**src/rtl/muldiv_unit_pkg.sv**
```systemverilog
// Shared definitions for the MIPS multiply/divide unit.
// The package holds the operation codes, the FSM state codes and the default operand width.
package mips_pkg;

  localparam int WIDTH_DEF = 32;

  // Operation codes on the op port. 110 and 111 are reserved.
  localparam logic [2:0] OP_MULT  = 3'b000;
  localparam logic [2:0] OP_MULTU = 3'b001;
  localparam logic [2:0] OP_DIV   = 3'b010;
  localparam logic [2:0] OP_DIVU  = 3'b011;
  localparam logic [2:0] OP_MTHI  = 3'b100;
  localparam logic [2:0] OP_MTLO  = 3'b101;

  // FSM state codes.
  localparam logic [1:0] S_IDLE = 2'd0;
  localparam logic [1:0] S_RUN  = 2'd1;
  localparam logic [1:0] S_FIN  = 2'd2;

endpackage

```
**src/rtl/muldiv_unit_if.sv**
```systemverilog
// Issue/result interface between the controller and the multiply/divide unit.
// The divz flag exists only when MULDIV_DIVZERO_EN is defined.
interface muldiv_unit_if #(parameter int WIDTH = mips_pkg::WIDTH_DEF);

  logic             start;
  logic [2:0]       op;
  logic [WIDTH-1:0] busA;
  logic [WIDTH-1:0] busB;
  logic             rd_req;
  logic [WIDTH-1:0] hi;
  logic [WIDTH-1:0] lo;
  logic             busy;
  logic             done;
  logic             stall;
`ifdef MULDIV_DIVZERO_EN
  logic             divz;
`endif

  // Controller side: issues operations, observes HI/LO and status.
  modport master (
    output start, op, busA, busB, rd_req,
`ifdef MULDIV_DIVZERO_EN
    input  divz,
`endif
    input  hi, lo, busy, done, stall
  );

  // Unit side.
  modport slave (
    input  start, op, busA, busB, rd_req,
`ifdef MULDIV_DIVZERO_EN
    output divz,
`endif
    output hi, lo, busy, done, stall
  );

endinterface

```
**src/rtl/muldiv_unit_core.sv**
```systemverilog
// md_core: one combinational iteration of shift-add multiply or restoring divide.
// The accumulator is {upper, lower}. Multiply keeps the multiplier in the lower half and
// shifts it out LSB first. Divide keeps the dividend in the lower half, shifts it into the
// partial remainder MSB first, and collects quotient bits in the vacated LSBs.
module md_core #(
  parameter int WIDTH = 32
) (
  input  logic               mode,     // 0 = multiply, 1 = divide
  input  logic [2*WIDTH-1:0] acc,
  input  logic [WIDTH-1:0]   opd,      // multiplicand or divisor magnitude
  output logic [2*WIDTH-1:0] acc_next
);

  logic [WIDTH:0]   mul_sum;
  logic [WIDTH:0]   rem_sh;
  logic             borrow;
  logic [WIDTH-1:0] rem_sub;

  // Multiply: conditionally add the multiplicand to the upper half and keep the carry.
  assign mul_sum = {1'b0, acc[2*WIDTH-1:WIDTH]} + (acc[0] ? {1'b0, opd} : {(WIDTH+1){1'b0}});

  // Divide: bring the next dividend bit into the remainder, then trial-subtract.
  assign rem_sh  = acc[2*WIDTH-1:WIDTH-1];
  assign borrow  = rem_sh < {1'b0, opd};
  assign rem_sub = rem_sh[WIDTH-1:0] - opd;

  // Select the step result for the active mode.
  always_comb begin
    acc_next = {mul_sum, acc[WIDTH-1:1]};
    if (mode) begin
      if (borrow) acc_next = {rem_sh[WIDTH-1:0], acc[WIDTH-2:0], 1'b0};
      else        acc_next = {rem_sub, acc[WIDTH-2:0], 1'b1};
    end
  end

endmodule

```
**src/rtl/muldiv_unit.sv**
```systemverilog
// muldiv_unit: iterative MULT/MULTU/DIV/DIVU with HI/LO registers and MTHI/MTLO.
// Optional feature: defining MULDIV_DIVZERO_EN makes a zero divisor finish early and
// raise the divz flag.
module muldiv_unit
  import mips_pkg::*;
#(
  parameter int WIDTH = WIDTH_DEF,
  parameter int CNT_W = 5
) (
  input logic           clk,
  input logic           rst,
  muldiv_unit_if.slave  bus
);

  logic [1:0]         state_reg;
  logic [CNT_W-1:0]   cnt_reg;
  logic [2*WIDTH-1:0] acc_reg;
  logic [2*WIDTH-1:0] acc_step;
  logic [WIDTH-1:0]   opd_reg;
  logic [WIDTH-1:0]   hi_reg;
  logic [WIDTH-1:0]   lo_reg;
  logic               div_reg;
  logic               sgn_reg;
  logic               sa_reg;
  logic               sb_reg;
  logic               done_reg;
`ifdef MULDIV_DIVZERO_EN
  logic               dz_reg;
  logic               divz_reg;
  logic [WIDTH-1:0]   raw_a_reg;
`endif

  logic               op_signed;
  logic [WIDTH-1:0]   abs_a;
  logic [WIDTH-1:0]   abs_b;
  logic               res_neg;
  logic [2*WIDTH-1:0] prod;
  logic [WIDTH-1:0]   quo;
  logic [WIDTH-1:0]   rem;

  md_core #(.WIDTH(WIDTH)) u_core (
    .mode     (div_reg),
    .acc      (acc_reg),
    .opd      (opd_reg),
    .acc_next (acc_step)
  );

  // Operand magnitudes at accept. Signed ops take the absolute value; 0x80000000 maps to itself.
  assign op_signed = ~bus.op[0];
  assign abs_a = (op_signed && bus.busA[WIDTH-1]) ? -bus.busA : bus.busA;
  assign abs_b = (op_signed && bus.busB[WIDTH-1]) ? -bus.busB : bus.busB;

  // Sign fix-up of the magnitude results. The remainder follows the dividend's sign.
  assign res_neg = sgn_reg & (sa_reg ^ sb_reg);
  assign prod    = res_neg ? -acc_reg : acc_reg;
  assign quo     = res_neg ? -acc_reg[WIDTH-1:0] : acc_reg[WIDTH-1:0];
  assign rem     = (sgn_reg & sa_reg) ? -acc_reg[2*WIDTH-1:WIDTH] : acc_reg[2*WIDTH-1:WIDTH];

  assign bus.hi    = hi_reg;
  assign bus.lo    = lo_reg;
  assign bus.busy  = (state_reg != S_IDLE);
  assign bus.done  = done_reg;
  assign bus.stall = bus.busy & bus.rd_req;
`ifdef MULDIV_DIVZERO_EN
  assign bus.divz  = divz_reg;
`endif

  // FSM, iteration counter, accumulator and HI/LO writeback.
  always_ff @(posedge clk) begin
    if (!rst) begin
      state_reg <= S_IDLE;
      cnt_reg   <= '0;
      acc_reg   <= '0;
      opd_reg   <= '0;
      hi_reg    <= '0;
      lo_reg    <= '0;
      div_reg   <= 1'b0;
      sgn_reg   <= 1'b0;
      sa_reg    <= 1'b0;
      sb_reg    <= 1'b0;
      done_reg  <= 1'b0;
`ifdef MULDIV_DIVZERO_EN
      dz_reg    <= 1'b0;
      divz_reg  <= 1'b0;
      raw_a_reg <= '0;
`endif
    end else begin
      done_reg <= 1'b0;
`ifdef MULDIV_DIVZERO_EN
      divz_reg <= 1'b0;
`endif
      case (state_reg)
        S_IDLE: begin
          if (bus.start) begin
            if (bus.op == OP_MTHI) begin
              hi_reg <= bus.busA;
            end else if (bus.op == OP_MTLO) begin
              lo_reg <= bus.busA;
            end else if (!bus.op[2]) begin
              div_reg   <= bus.op[1];
              sgn_reg   <= op_signed;
              sa_reg    <= bus.busA[WIDTH-1];
              sb_reg    <= bus.busB[WIDTH-1];
              acc_reg   <= {{WIDTH{1'b0}}, abs_a};
              opd_reg   <= abs_b;
              cnt_reg   <= '0;
              state_reg <= S_RUN;
`ifdef MULDIV_DIVZERO_EN
              raw_a_reg <= bus.busA;
              dz_reg    <= bus.op[1] && (bus.busB == '0);
              // A zero divisor spends a single cycle in RUN, then writes back at FIN.
              if (bus.op[1] && (bus.busB == '0)) cnt_reg <= {CNT_W{1'b1}};
`endif
            end
          end
        end
        S_RUN: begin
          acc_reg <= acc_step;
          if (cnt_reg == {CNT_W{1'b1}}) state_reg <= S_FIN;
          else                          cnt_reg   <= cnt_reg + 1'b1;
        end
        S_FIN: begin
          if (div_reg) begin
            lo_reg <= quo;
            hi_reg <= rem;
          end else begin
            hi_reg <= prod[2*WIDTH-1:WIDTH];
            lo_reg <= prod[WIDTH-1:0];
          end
`ifdef MULDIV_DIVZERO_EN
          if (dz_reg) begin
            hi_reg   <= raw_a_reg;
            lo_reg   <= '1;
            divz_reg <= 1'b1;
          end
          dz_reg <= 1'b0;
`endif
          done_reg  <= 1'b1;
          cnt_reg   <= '0;
          state_reg <= S_IDLE;
        end
        default: state_reg <= S_IDLE;
      endcase
    end
  end

endmodule

```
**src/flat_wrapper.sv**
```systemverilog
// flat-port wrapper written by rule: the top's interface ports become plain ports
module muldiv_unit_flat import mips_pkg::*;
#(
  parameter int WIDTH = WIDTH_DEF,
  parameter int CNT_W = 5
)
  (clk, rst, bus_start, bus_op, bus_busA, bus_busB, bus_rd_req, bus_hi, bus_lo, bus_busy, bus_done, bus_stall);
  muldiv_unit_if #(.WIDTH(WIDTH)) bus_i ();
  input logic clk;
  input logic rst;
  input wire logic [$bits(bus_i.start)-1:0] bus_start;
  input wire logic [$bits(bus_i.op)-1:0] bus_op;
  input wire logic [$bits(bus_i.busA)-1:0] bus_busA;
  input wire logic [$bits(bus_i.busB)-1:0] bus_busB;
  input wire logic [$bits(bus_i.rd_req)-1:0] bus_rd_req;
  output wire logic [$bits(bus_i.hi)-1:0] bus_hi;
  output wire logic [$bits(bus_i.lo)-1:0] bus_lo;
  output wire logic [$bits(bus_i.busy)-1:0] bus_busy;
  output wire logic [$bits(bus_i.done)-1:0] bus_done;
  output wire logic [$bits(bus_i.stall)-1:0] bus_stall;
  assign bus_i.start = bus_start;
  assign bus_i.op = bus_op;
  assign bus_i.busA = bus_busA;
  assign bus_i.busB = bus_busB;
  assign bus_i.rd_req = bus_rd_req;
  assign bus_hi = bus_i.hi;
  assign bus_lo = bus_i.lo;
  assign bus_busy = bus_i.busy;
  assign bus_done = bus_i.done;
  assign bus_stall = bus_i.stall;
  muldiv_unit #(.WIDTH(WIDTH), .CNT_W(CNT_W)) u_core (.clk(clk), .rst(rst), .bus(bus_i));
endmodule
```
**config.mk**
```make
export PLATFORM = sky130hd
export DESIGN_NAME = muldiv_unit_flat
export DESIGN_NICKNAME = d
export VERILOG_FILES = /design/src/rtl/muldiv_unit_pkg.sv /design/src/rtl/muldiv_unit_if.sv /design/src/rtl/muldiv_unit_core.sv /design/src/rtl/muldiv_unit.sv /design/src/flat_wrapper.sv
export SDC_FILE = /design/constraint.sdc
export NUM_CORES = 1
export LEC_CHECK = 0
export CORE_UTILIZATION = 59
export DETAILED_ROUTE_END_ITERATION = 10
export GPL_TIMING_DRIVEN = 0
export PLACE_DENSITY = 0.89
export SLEW_MARGIN = 20
export SYNTH_ARGS = -nofsm -noshare
export SYNTH_HDL_FRONTEND = slang
export SYNTH_SLANG_ARGS = --single-unit
```
**constraint.sdc**
```tcl
create_clock -name clk -period 3.9 [get_ports clk]
set_clock_uncertainty 0.1 [all_clocks]
set_input_delay 0.78 -clock clk [delete_from_list [all_inputs] [get_ports clk]]
set_output_delay 0.78 -clock clk [all_outputs]
set_load 0.03 [all_outputs]
```
==> reports/results.md, run 1 <==
| Result | Value | Unit |
|---|---|---|
| Clk Latency, worst-skew pair | 0.45 | ns |
| Total Negative Setup Slacks | 0 | ns |
| Remaining max-slew budget at the tightest pin | 0.372 | - |
| Count of state elements after synthesis | 172 | - |
| CP Class | reg -> reg | - |
| Element type at the critical path start | register | - |
| Minimum hold slack | 0.366 | ns |
| Filler cells | 1976 | - |
| Commonest cells after routing, fill and taps aside | sky130_fd_sc_hd__a21oi_1, sky130_fd_sc_hd__nand2_1, sky130_fd_sc_hd__nor2_1, sky130_fd_sc_hd__dfxtp_1, sky130_fd_sc_hd__clkdlybuf4s50_1 | - |
| Data required time at the worst endpoint | 4.17 | ns |
| CTS Root Cell | sky130_fd_sc_hd__clkbuf_16 | - |
| Commonest non-fill, non-tap cell in the layout | sky130_fd_sc_hd__a21oi_1 | - |
| Number of nets in the final layout | 2232 | - |
| Final count of negative-setup-slack endpoints | 0 | - |
| H-tree lvl count | 4 | - |
| Mean area per synthesized cell | 7.48 | sq um |
| Gate count of the mapped netlist | 1934 | - |
| Drt first pass iters | 9 | - |
| Xor/xnor cell area share of the yosys netlist | 0.104 | - |
| Adder-cell share of the synthesized area | 0.0633 | - |
| Number of cells after detailed placement | 2389 | - |
| Hold-fix buffers, CTS | 0 | - |
| Total DRC errors in the routed layout | 0 | - |
| Die span in y | 159 | um |
| Max-cap violations | 0 | - |
| DIE WIDTH | 159 | um |
| Clock slew at reported path FFs | 0.08 | ns |
| Seq/Total Area, Yosys | 0.238 | - |
| Maximum number of pins on one net before global-route repair | 19 | - |
| Run status | finished, final reports clean | - |
| Endpoint class of the critical path | register | - |
| Actual transition at the worst max-transition pin | 0.936 | ns |
| Post-Route WL | 57.6 | mm |
| Worst-case register-to-register setup slack | 0.1 | ns |
| Number of buffers added on ports | 136 | - |
| Setup repair after global routing missed its margin | no | - |
| Number of unique standard cell types used by synthesis | 90 | - |
| Post-Synthesis Net Count | 2077 | - |
| Worst setup timing slack at the placement stage | -0.261 | ns |
| Ratio of final minimum period to clock period | 0.975 | - |
| Buffer depth of the longest clock path | 2 | - |
| Mean routed wirelength per cell | 23.8 | um |
| Multiplexer area fraction after synthesis | 0.0229 | - |
| Number of synthesized flops with an enable pin | 0 | - |
| Overall global routing resource usage | 0.458 | - |
| Peak ir drop on the vdd network | 0.268 | mV |
| Core Rows | 56 | - |
| Fin cells | 2424 | - |
| Compound-cell area share of the yosys netlist | 0.296 | - |
| Vias after detailed routing | 16000 | - |
| Half-perimeter wire length after detailed placement | 45.3 | mm |
| Number of top-level design ports | 138 | - |
| Die Footprint | 25200 | sq um |
| Flip-flop count of the largest register, all copies and words added | 64 | - |
| Routability cong. | 1.03 | - |
| Post-detailed-route via-to-cell ratio | 6.60 | - |
| Worst-case setup margin in the final layout | 0.0972 | ns |
| Async SR Flop Fraction | 0 | - |
| Initial core utilization | 0.609 | - |
| Max-slew violations | 0 | - |
| Number of buffers added by the clock tree synthesis step | 17 | - |
| Layout cells sized above 1 | 0.0447 | - |
| Combinational family with the most area after synthesis | compound AO/OA/AOI/OAI gates | - |
| Worst path arrival time | 4.07 | ns |
| P&R area growth vs syn | 16.7 | % |
| Simple-gate area share of the yosys netlist | 0.219 | - |
| Largest fanout of any net on the critical path | 10 | - |
| Total number of clock tree sinks | 172 | - |
| Static Leak | 6.83 | nW |
| Core Footprint | 23800 | sq um |
| Final hold vios | 0 | - |
| Number of global-route vias before repair | 14700 | - |
| Initial antenna violation count | 2 | - |
| Number of nets with antenna violations after detailed routing | 0 | - |
| Pwr per Cell Area | 356 | nW/um^2 |
| First DRT Iteration DRCs | 1866 | - |
| Final critical delay including setup and external delays | 3.80 | ns |
| FMAX | 263 | MHz |
| First-pass GRT wire length | 86.0 | mm |
| TritonCTS clock tree | done | - |
| Syn. warnings | 0 | - |
| Commonest register cell after synthesis | sky130_fd_sc_hd__dfxtp_1 | - |
| Area of the mapped netlist | 14500 | sq um |
| Class of the tightest hold or removal check | reg -> reg | - |
| Final Util | 0.711 | - |
| Remaining global-route overflow | 0 | - |
==> kinds of logic (layout without fill, tap and decap cells) <==
kind of cell / after synthesis / after routing
compound gates: 653 / 653
simple gates: 641 / 641
flops: 172 / 172
xor+xnor: 172 / 172
mux: 33 / 33
other cells: 0 / 4
fa+ha+maj: 72 / 72
buf+inv: 191 / 358
==> power breakdown <==
part	total [mW]	switching, mW	leakage (nW)	internal [mW]
combinational	2.23	1.41	5.15	0.820
clock	1.74	0.884	0.280	0.855
sequential	2.05	0.172	1.40	1.87
total	6.02	2.47	6.83	3.55
==> critical path: stages (launching register included) <==
cell and delay (ns):
sky130_fd_sc_hd__dfxtp_1 0.51, sky130_fd_sc_hd__inv_1 0.12, sky130_fd_sc_hd__ha_1 0.39, sky130_fd_sc_hd__a211oi_1 0.26, sky130_fd_sc_hd__nor2_1 0.16, sky130_fd_sc_hd__o21ai_0 0.28
sky130_fd_sc_hd__a311oi_2 0.24, sky130_fd_sc_hd__o21a_1 0.26, sky130_fd_sc_hd__nor2_2 0.35, sky130_fd_sc_hd__clkbuf_4 0.39, sky130_fd_sc_hd__buf_2 0.35, sky130_fd_sc_hd__a21oi_1 0.13
sky130_fd_sc_hd__o21ai_0 0.18
==> repair_timing <==
item                                    in CTS  in global routing
gates resized for setup                      4                 13
buffers inserted                             0                  0
endpoints found under the setup margin      31                 25
pin swaps                                    0                  1
==> metal layers <==
metal	GRT usage	routed length [um]	vias to the layer above
met3	0.0955	5740	274
met1	0.542	21500	7366
li1	-	-	7281
met5	0.00207	0	-
met2	0.717	25200	1067
met4	0.375	5210	0
==> worst paths after layout <==
check                            startpoint                         endpoint  cells after the start
min          u_core.bus.hi[30]$_SDFFE_PN0P_   u_core.bus.hi[30]$_SDFFE_PN0P_                      2
max          u_core.opd_reg[6]$_SDFFE_PN0P_  u_core.acc_reg[34]$_SDFFE_PN0P_                     12
min reg2reg  u_core.bus.hi[30]$_SDFFE_PN0P_   u_core.bus.hi[30]$_SDFFE_PN0P_                      2
max reg2reg  u_core.opd_reg[6]$_SDFFE_PN0P_  u_core.acc_reg[34]$_SDFFE_PN0P_                     12
==> cell usage after synthesis, drive strengths merged (5+ instances only) <==
cell type / number / share of area
a21oi: 217 / 0.075
nand2: 196 / 0.051
nor2: 173 / 0.045
dfxtp: 172 / 0.24
clkbuf: 114 / 0.035
o21ai: 108 / 0.038
xnor2: 95 / 0.058
xor2: 77 / 0.047
ha: 70 / 0.061
nor2b: 66 / 0.029
inv: 62 / 0.016
a211oi: 58 / 0.030
a21o: 40 / 0.021
nor3: 40 / 0.016
nand3: 34 / 0.012
mux2i: 32 / 0.022
o211a: 31 / 0.021
a21boi: 30 / 0.016
o211ai: 28 / 0.015
and2: 20 / 0.0086
o31ai: 19 / 0.0099
a31oi: 17 / 0.0074
nand4: 16 / 0.0069
buf: 14 / 0.0049
nor4: 14 / 0.0090
o21a: 14 / 0.0073
or3: 14 / 0.0066
a211o: 13 / 0.0080
and3: 13 / 0.0057
a22oi: 12 / 0.0062
o221ai: 12 / 0.0073
nand2b: 11 / 0.0048
o21bai: 9 / 0.0047
o41ai: 8 / 0.0069
or4: 8 / 0.0047
and4: 7 / 0.0044
nor3b: 7 / 0.0048
nand3b: 5 / 0.0026
o2111ai: 5 / 0.0030
o31a: 5 / 0.0030
or2: 5 / 0.0022
==> layout make-up <==
cell class	count	area [sq um]	area share
Clock inverter	14	154	0.00911
Buffer	129	588	0.0348
Sequential cell	172	3440	0.204
Inverter	62	233	0.0138
Tap cell	319	399	0.0236
Antenna cell	4	10.0	0.000593
Multi-Input combinational cell	1571	10300	0.608
Timing Repair Buffer	136	1360	0.0806
Clock buffer	17	425	0.0252
==> through the flow <==
step                cell area [sq um]  power [mW]
detailed placement              16200        4.20
CTS                             16800        5.90
finish                          16900        6.02
global placement                16200        4.17
global route                    16900        6.23
floorplan                       14500        3.48
(Power assumes the default switching activity.)
==> run 2: changes to the inputs <==
- CORE_MARGIN: unset -> 5
- CORE_UTILIZATION: 59 -> 60
- PLACE_DENSITY: 0.89 -> 0.9
- SYNTH_HIERARCHICAL: unset -> 1
==> run 2 against run 1 <==
  * The flow now finishes with violations (design-rule violations)
  * Die area is 16% higher
  * Utilization shrank 1.1 points
  * Clock-buffer cell count unchanged
  * Power fell by 10%
  * Global-route usage shrank 0.076 points
  * Combinational power shrank 27%
  * First-iteration DRC count is 62% higher
  * Clock power rose by 6%
==> reports/results.md, run 2 <==
| Result | Value | Unit |
|---|---|---|
| Run status | complete, but fails checks | - |
| Number of synthesized flops with an enable pin | 0 | - |
| Number of cells after detailed placement | 2526 | - |
| Final critical delay including setup and external delays | 3.85 | ns |
| Worst path arrival time | 4.04 | ns |
| Element type at the critical path start | register | - |
| Max-cap violations | 0 | - |
| Number of top-level design ports | 138 | - |
| First DRT Iteration DRCs | 3031 | - |
| Most Crowded Layer GR | met2 | - |
| DIE WIDTH | 171 | um |
| Initial core utilization | 0.604 | - |
| Half-perimeter wire length after detailed placement | 53.2 | mm |
| Pwr per Cell Area | 300 | nW/um^2 |
| Number of cell instances on the worst register-to-register path | 6 | - |
| Post-detailed-route via-to-cell ratio | 7.23 | - |
| Flip-flop count of the largest register, all copies and words added | 64 | - |
| Core Footprint | 25800 | sq um |
| Worst hold path startpoint | u_core/bus.lo[7]$_SDFFE_PN0P_ | - |
| Async SR Flop Fraction | 0 | - |
| Ant. Diodes | 0 | - |
| Fin cells | 2559 | - |
| Crit path cell chain | nor2b_1, clkbuf_1, buf_1, buf_1, clkbuf_1, a21oi_1 | - |
| Number of buffers added by the clock tree synthesis step | 17 | - |
| Commonest cells in the netlist | sky130_fd_sc_hd__dfxtp_1, sky130_fd_sc_hd__a21oi_1, sky130_fd_sc_hd__nand2_1 | - |
| Peak ir drop on the vdd network | 0.380 | mV |
| Total DRC errors in the routed layout | 20 | - |
| Post-Synthesis Net Count | 2200 | - |
| Number of nets with antenna violations after detailed routing | 0 | - |
| Number of buffers added on ports | 134 | - |
| Worst-case register-to-register setup slack | 0.05 | ns |
| Final Util | 0.700 | - |
| Post-Route WL | 70.1 | mm |
| Clk Latency, worst-skew pair | 0.45 | ns |
| Routability cong. | 1.10 | - |
| Maximum number of pins on one net before global-route repair | 22 | - |
| Area share of the largest cell type after synthesis | 0.221 | - |
| TritonCTS clock tree | done | - |
| Remaining max-slew budget at the tightest pin | 0.201 | - |
| Cell type contributing the most total cell area after synthesis | sky130_fd_sc_hd__dfxtp_1 | - |
| R2R Path End | u_core/bus.hi[30]$_SDFFE_PN0P_ | - |
| Class of the tightest hold or removal check | reg -> reg | - |
| H-tree lvl count | 4 | - |
| Static Leak | 7.14 | nW |
| CTS Root Cell | sky130_fd_sc_hd__clkbuf_16 | - |
| Overall global routing resource usage | 0.458 | - |
| Count of state elements after synthesis | 172 | - |
| Most frequent cell after synthesis | sky130_fd_sc_hd__dfxtp_1 | - |
| FMAX | 260 | MHz |
| Remaining global-route overflow | 0 | - |
| Core Rows | 59 | - |
| Number of global-route vias before repair | 17300 | - |
| Die Footprint | 29200 | sq um |
| Commonest non-fill, non-tap cell in the layout | sky130_fd_sc_hd__dfxtp_1 | - |
| Die span in y | 171 | um |
| Endpoint class of the critical path | register | - |
| Ranking of synthesized cells by area | sky130_fd_sc_hd__dfxtp_1, sky130_fd_sc_hd__ha_1, sky130_fd_sc_hd__a21oi_1 | - |
| Commonest register cell after synthesis | sky130_fd_sc_hd__dfxtp_1 | - |
| Syn. warnings | 6 | - |
| Largest fanout of any net on the critical path | 10 | - |
| CP Class | reg -> reg | - |
| Cell count of the worst hold path | 2 | - |
| Initial antenna violation count | 3 | - |
| Ratio of final minimum period to clock period | 0.986 | - |
| P&R area growth vs syn | 15.9 | % |
| Layout cells sized above 1 | 0.0567 | - |
| Cell at the slowest stage of the critical path | sky130_fd_sc_hd__buf_1 | - |
| Hold-fix buffers, CTS | 0 | - |
| Drt first pass iters | 11 | - |
| Commonest cells after routing, fill and taps aside | sky130_fd_sc_hd__dfxtp_1, sky130_fd_sc_hd__a21oi_1, sky130_fd_sc_hd__nand2_1 | - |
| Buffer depth of the longest clock path | 2 | - |
| Number of nets in the final layout | 2354 | - |
| Met3 track demand over resource | 0.131 | - |
| Gate count of the mapped netlist | 2057 | - |
| Area of the mapped netlist | 15600 | sq um |
| Reg2Reg Launch Point | u_core/state_reg[1]$_SDFFE_PN0P_ | - |
| Endpoint of the worst hold path | u_core/bus.lo[7]$_SDFFE_PN0P_ | - |
| Total number of clock tree sinks | 172 | - |
| Final hold vios | 0 | - |
| Multi-input gate area in the final layout | 11300 | sq um |
| First-pass GRT wire length | 102 | mm |
| Clock slew at reported path FFs | 0.09 | ns |
| Seq/Total Area, Yosys | 0.221 | - |
| Data required time at the worst endpoint | 4.09 | ns |
| Violated checks | design-rule violations | - |
| Number of unique standard cell types used by synthesis | 99 | - |
| Mean area per synthesized cell | 7.56 | sq um |
| Seq. cell area | 3450 | sq um |
| Met1 demand-to-capacity share in global routing | 0.515 | - |
| Max incr delay on CP | 0.87 | ns |
| Actual transition at the worst max-transition pin | 1.19 | ns |
| Max-slew violations | 0 | - |
| Mean routed wirelength per cell | 27.4 | um |
| Vias after detailed routing | 18500 | - |
| Filler cells | 2161 | - |
| Met2 Use GR | 0.705 | - |
| Final count of negative-setup-slack endpoints | 0 | - |
-- run 2: area by class of cell --
cell class                 count  share of cell area
clock buffer                  17              0.0236
clock inverter                15              0.0119
inverter                      68              0.0142
multi-input combinational   1678               0.629
tap                          335              0.0233
timing repair buffer         136              0.0754
sequential                   172               0.192
buffer                       138              0.0313
-- run 2: routing by layer --
layer  share of wire  vias up  wire [um]
met5         0.00064        -         45
met4            0.11        6       8000
met3            0.13      522       8800
met2            0.42     1588      29600
met1            0.34     8415      23700
li1                -     7970          -
-- run 2: worst max-delay path by stage --
stage	from	to	slack [ns]	cells after the start
2_1_floorplan	u_core/acc_reg[0]$_SDFFE_PN0P_	u_core/acc_reg[63]$_SDFFE_PN0P_	0.44	15
3_3_place_gp	u_core/acc_reg[0]$_SDFFE_PN0P_	u_core/acc_reg[63]$_SDFFE_PN0P_	-0.27	15
3_5_place_dp	u_core/acc_reg[0]$_SDFFE_PN0P_	u_core/acc_reg[56]$_SDFFE_PN0P_	-0.34	14
4_1_cts	u_core/acc_reg[0]$_SDFFE_PN0P_	u_core/acc_reg[63]$_SDFFE_PN0P_	0.07	14
5_1_grt	u_core/opd_reg[0]$_SDFFE_PN0P_	u_core/acc_reg[61]$_SDFFE_PN0P_	-0.05	14
6_report	u_core/state_reg[1]$_SDFFE_PN0P_	u_core/bus.hi[30]$_SDFFE_PN0P_	0.05	6
-- run 2: logic make-up after synthesis --
logic type,after synthesis,synth area share
AO/OA/AOI/OAI,683,0.302
adder cells (fa/ha/maj),72,0.0589
XOR/XNOR,139,0.0783
multiplexers,73,0.0497
flip-flops,172,0.221
AND/OR/NAND/NOR,711,0.237
buffers and inverters,207,0.0528
-- run 2: timing repair --
action	CTS	global route
setup buffers	0	2
resized for setup	2	15
pin swaps	0	2
endpoints found under the setup margin	11	18
-- run 2: metrics by stage --
stage / setup WS [ns] / power [mW] / instance area [sq um] / TNS [ns] / hold slack (ns)
after floorplan: 0.435 / 2.91 / 15600 / 0 / 0.345
after global placement: -0.269 / 3.47 / 17300 / -1.47 / 0.353
after detailed placement: -0.338 / 3.49 / 17300 / -2.42 / 0.361
after CTS: 0.0659 / 5.28 / 18000 / 0 / 0.370
after global routing: -0.0464 / 5.54 / 18000 / -0.0486 / 0.391
final: 0.0532 / 5.40 / 18000 / 0 / 0.370
-- run 2: report_power, final --
| part | leakage (nW) | switching (mW) | internal (mW) |
|---|---|---|---|
| registers | 1.40 | 0.121 | 1.82 |
| logic | 5.43 | 1.04 | 0.578 |
| clock network | 0.309 | 0.898 | 0.940 |
-- run 2: worst max-delay path, delay by kind of cell, from the launching register on --
family                 cells  cell delay [ns]
AO/OA/AOI/OAI              1             0.17
AND/OR/NAND/NOR            1             0.30
buffers and inverters      4             2.70
flip-flops                 1             0.40
